[config.mk]
export PLATFORM = sky130hd
export DESIGN_NAME = ones_run_ctrl
export DESIGN_NICKNAME = d
export VERILOG_FILES = /design/src/rtl/ones_run_pkg.sv /design/src/rtl/ones_run_det.sv /design/src/rtl/ones_run_ctrl.sv
export SDC_FILE = /design/constraint.sdc
export NUM_CORES = 1
export LEC_CHECK = 0
export CORE_ASPECT_RATIO = 0.6
export CORE_MARGIN = 1.5
export CORE_UTILIZATION = 40
export DETAILED_ROUTE_END_ITERATION = 8
export MAX_ROUTING_LAYER = met4
export PLACE_DENSITY = 0.7
export SYNTH_ARGS = -nofsm -noshare
export SYNTH_HDL_FRONTEND = slang
export SYNTH_HIERARCHICAL = 1
export SYNTH_SLANG_ARGS = --single-unit
export TNS_END_PERCENT = 50
[constraint.sdc]
create_clock -name clk -period 5.3 [get_ports clk]
set_clock_uncertainty 0.15 [all_clocks]
set_input_delay 0.795 -clock clk [delete_from_list [all_inputs] [get_ports clk]]
set_output_delay 0.795 -clock clk [all_outputs]
set_load 0.02 [all_outputs]
[src/rtl/ones_run_pkg.sv]
// Shared types and defaults for the ones_run_ctrl word-serial run-of-ones counter.
package ones_run_pkg;

    typedef enum logic [1:0] {
        IDLE  = 2'd0,
        SHIFT = 2'd1,
        FLUSH = 2'd2,
        DONE  = 2'd3
    } state_t;

    localparam int W_DEF       = 8;
    localparam int RUN_LEN_DEF = 3;

endpackage

[src/rtl/ones_run_det.sv]
// Serial Mealy-style run detector: registered hit after RUN_LEN consecutive ones,
// overlapping runs counted, run state held while en is low.
module ones_run_det
    import ones_run_pkg::*;
#(
    parameter int RUN_LEN = RUN_LEN_DEF
) (
    input  logic clk,
    input  logic reset,
    input  logic en,
    input  logic clr,
    input  logic bit_in,
    output logic hit
);

    localparam int RW = (RUN_LEN > 1) ? $clog2(RUN_LEN) : 1;
    localparam logic [RW-1:0] RUN_MAX = RW'(RUN_LEN - 1);

    logic [RW-1:0] run;

    // The run counter saturates one short of RUN_LEN; any further one is a hit.
    always_ff @(posedge clk) begin
        if (reset || clr) begin
            run <= '0;
            hit <= 1'b0;
        end else if (en) begin
            if (bit_in) begin
                if (run == RUN_MAX) begin
                    hit <= 1'b1;
                end else begin
                    run <= run + 1'b1;
                    hit <= 1'b0;
                end
            end else begin
                run <= '0;
                hit <= 1'b0;
            end
        end else begin
            hit <= 1'b0;
        end
    end

endmodule

[src/rtl/ones_run_ctrl.sv]
// Accepts a W-bit word, shifts it MSB-first through ones_run_det and returns the hit count.
// Define ONES_RUN_CTRL_CARRY_EN to let run state carry across consecutive words.
module ones_run_ctrl
    import ones_run_pkg::*;
#(
    parameter  int W       = W_DEF,
    parameter  int RUN_LEN = RUN_LEN_DEF,
    localparam int CW      = $clog2(W + 1)
) (
    input  logic          clk,
    input  logic          reset,
    input  logic          in_valid,
    output logic          in_ready,
    input  logic [W-1:0]  in_data,
    output logic          out_valid,
    input  logic          out_ready,
    output logic [CW-1:0] out_count,
    output logic          busy
);

    localparam int BW = $clog2(W);

    state_t        state, state_next;
    logic [W-1:0]  sreg;
    logic [BW-1:0] bit_cnt;
    logic [CW-1:0] hit_cnt;
    logic          accept;
    logic          det_en;
    logic          det_clr;
    logic          hit;

    always_ff @(posedge clk) begin
        if (reset) begin
            state <= IDLE;
        end else begin
            state <= state_next;
        end
    end

    always_comb begin
        state_next = state;
        in_ready   = 1'b0;
        out_valid  = 1'b0;
        out_count  = '0;
        busy       = 1'b1;
        det_en     = 1'b0;
        accept     = 1'b0;
        case (state)
            IDLE: begin
                in_ready = 1'b1;
                busy     = 1'b0;
                if (in_valid) begin
                    accept     = 1'b1;
                    state_next = SHIFT;
                end
            end
            SHIFT: begin
                det_en = 1'b1;
                if (bit_cnt == '0) begin
                    state_next = FLUSH;
                end
            end
            FLUSH: begin
                state_next = DONE;
            end
            DONE: begin
                out_valid = 1'b1;
                out_count = hit_cnt;
                if (out_ready) begin
                    state_next = IDLE;
                end
            end
            default: begin
                state_next = IDLE;
            end
        endcase
    end

`ifdef ONES_RUN_CTRL_CARRY_EN
    assign det_clr = 1'b0;
`else
    assign det_clr = accept;
`endif

    // hit lags its bit by one cycle, so FLUSH collects the hit of the final bit.
    always_ff @(posedge clk) begin
        if (reset) begin
            sreg    <= '0;
            bit_cnt <= '0;
            hit_cnt <= '0;
        end else begin
            if (accept) begin
                sreg    <= in_data;
                bit_cnt <= BW'(W - 1);
                hit_cnt <= '0;
            end else if (state == SHIFT) begin
                sreg <= {sreg[W-2:0], 1'b0};
                if (bit_cnt != '0) begin
                    bit_cnt <= bit_cnt - 1'b1;
                end
            end
            if ((state == SHIFT || state == FLUSH) && hit) begin
                hit_cnt <= hit_cnt + 1'b1;
            end
        end
    end

    ones_run_det #(
        .RUN_LEN(RUN_LEN)
    ) u_det (
        .clk   (clk),
        .reset (reset),
        .en    (det_en),
        .clr   (det_clr),
        .bit_in(sreg[W-1]),
        .hit   (hit)
    );

endmodule

==> impl_metrics.tcl <==
set metrics [dict create \
    worstPathRequired_ps 4360 \
    grt_pass1_vias 778 \
    relSlewSlack_pct 46.66 \
    post-cts-setup-buffers 0 \
    start_kind "register" \
    cp_cell_sequence "ha_1 > and2_1 > clkdlybuf4s50_1" \
    finalPower_w 0.0006001 \
    endpoint_kind "output port" \
    die_y_um 42.97 \
    ys.flop_type "dfxtp_1" \
    ys_seq_elements 20 \
    grt_pass1_wl_mm 3.429 \
    power_density_mw_per_mm2 456.4 \
    max_freq_ghz 0.3805 \
    path_max_fanout 6 \
    postSynthCellCount 116 \
    cts_resized 0 \
    core_sq_mm 0.002522 \
    yosys.area.top_type "dfxtp_1" \
    ant_nets 0 \
    port_buffers 18 \
    vias 873 \
    tns_ps 0 \
    finalSetupViolations 0 \
    vias_per_cell 5.291 \
    numCtsBuffers 3 \
    track_usage_pct 14.99 \
    clock_latency_ps 260 \
    dr.pass1.iters 4 \
    cts_hold_buf 0 \
    final_max_slew_viol_count 0 \
    finalCritPeriodShare_pct 49.59 \
    max_stage_delay_ps 590 \
    num_antenna_cells 0 \
    start_util_pct 42.21 \
    areaGrowthSynthToFinish_pct 23.50 \
    grt-ovfl-total 0 \
    clk_pin_slew_ps 80 \
    cts_tree "done" \
    p_leak_nw 0.5096 \
    hold_violations 0 \
    hp-class "reg2reg" \
    ys_types 31 \
    die_x_um 69.61 \
    antenna_found_initial 0 \
    rows 14 \
    syn_nets 137 \
    fin_crit_ps 2628 \
    grt_start_max_net_pins 25 \
    syn_avg_cell_area_sq_um 9.179 \
    wirelength_mm 2.078 \
    syn-cell-area_sq_mm 0.001065 \
    yosysWarnings 6 \
    synth_top_area_share_pct 37.60 \
    cp_top_family "buffers and inverters" \
    drc 0 \
    irDropWorstVdd_uv 226.0 \
    cp_num_buf_inv 1 \
    worst_pin_slew_ps 797.6 \
    clkSinkCount 20 \
    grt_setup_unrepaired "no" \
    gp_congestion 0.6794 \
    drv_cap 0 \
    dp_hpwl_mm 1.511 \
    cp_slowest_cell "clkdlybuf4s50_1" \
    synth_most_common_cell "dfxtp_1" \
    die_area_sq_mm 0.002991 \
    finish.utilization_pct 52.13 \
    drive_above_1_share_pct 5.263 \
    arrival_ps 1680 \
    nets 155 \
    async_reset_ff_share_pct 0 \
    drtIter0Drc 77 \
    io_pins 19 \
    synth_edf_count 0 \
    worstSetupPathType "reg2out" \
    status "completed" \
    cts-root-buf "clkbuf_8" \
    synth_common_cells "dfxtp_1 (20), a211oi_1 (10), inv_1 (10), mux2i_1 (10)" \
    synth-seq-area-share_pct 37.60 \
    htreeDepth 1 \
    post_drt_wl_per_cell_um 12.59 \
    synth_area_leaders "dfxtp_1 (38%), ha_1 (11%), mux2i_1 (9.4%)" \
    cts.path.max_buffers 2 \
]
worst paths after layout:
| check | from | end | slack (ps) | cells after the start |
|---|---|---|---|---|
| min | sreg[0] | sreg[0] | 340 | 2 |
| max reg2reg | state[0] | u_det/run[1] | 2980 | 6 |
| min reg2reg | sreg[0] | sreg[0] | 340 | 2 |
| max | state[0] | out_count[3] | 2670 | 3 |
layer usage:
| layer | vias to the layer above | track usage (%) | share of wire [%] |
|---|---|---|---|
| met5 | - | - | 0 |
| met3 | 0 | 5.701 | 3.8 |
| met4 | 0 | 2.353 | 0 |
| met1 | 408 | 20.09 | 53 |
| met2 | 17 | 21.92 | 43 |
| li1 | 448 | - | - |
where the power goes:
group          total, W  switching [W]  internal (W)  leakage [nW]
clock network  0.000116      0.0000501     0.0000661        0.0288
logic          0.000272       0.000153      0.000119         0.317
registers      0.000212      0.0000251      0.000187         0.164
cell families after synthesis:
| group | Yosys count | synth area share (%) |
|---|---|---|
| AOI/OAI and AO/OA | 23 | 15.86 |
| adders and majority gates | 9 | 10.58 |
| buffers and inverters | 15 | 5.875 |
| and+or+nand+nor | 39 | 20.68 |
| muxes | 10 | 9.401 |
| DFF | 20 | 37.60 |
registers in the layout, indices dropped and copies added, names as in the netlist:
register   cells
u_det/run      2
sreg           8
hit_cnt        4
bit_cnt        3
state          2
u_det/hit      1
final cells by class:
| type | instances | area (sq um) |
|---|---|---|
| tap | 32 | 40.04 |
| sequential | 20 | 400.4 |
| multi-input combinational | 81 | 601.8 |
| inverter | 10 | 37.54 |
| timing repair buffer | 18 | 180.2 |
| clock buffer | 4 | 55.05 |
| fill | 229 | 1207 |
worst register-to-register path: stages (launching register included):
cell and delay (ps):
dfxtp_1 390, inv_1 100, ha_1 270, nand2_1 490, inv_1 270, or3_1 440, o22ai_2 150
cell usage in the layout, fill, tap and decap left out, drive strengths merged:
master and instances:
a21oi 3, clkdlybuf4s50 18, nand2 6, mux2i 10, or3 3, o22ai 2
nand2b 4, a21boi 1, inv 10, nand3b 2, a22oi 1, a32oi 1
a222oi 1, clkbuf 4, o21bai 1, ha 9, nand4 1, and2 4
nor2 9, nor3 3, dfxtp 20, a31oi 3, nand3 2, a211oi 10
or3b 2, and4 2, or2 1
through the flow:
step / setup slack (ps) / hold slack (ps) / area [sq um] / instances
after global routing: 2574 / 372.3 / 1315 / 165
after CTS: 2657 / 344.0 / 1315 / 165
final: 2672 / 342.1 / 1315 / 165
after global placement: 2662 / 331.8 / 1260 / 161
after floorplan: 3397 / 301.8 / 1065 / 116
after detailed placement: 2547 / 331.5 / 1260 / 161
No activity file was read; power rests on OpenSTA's default activity.
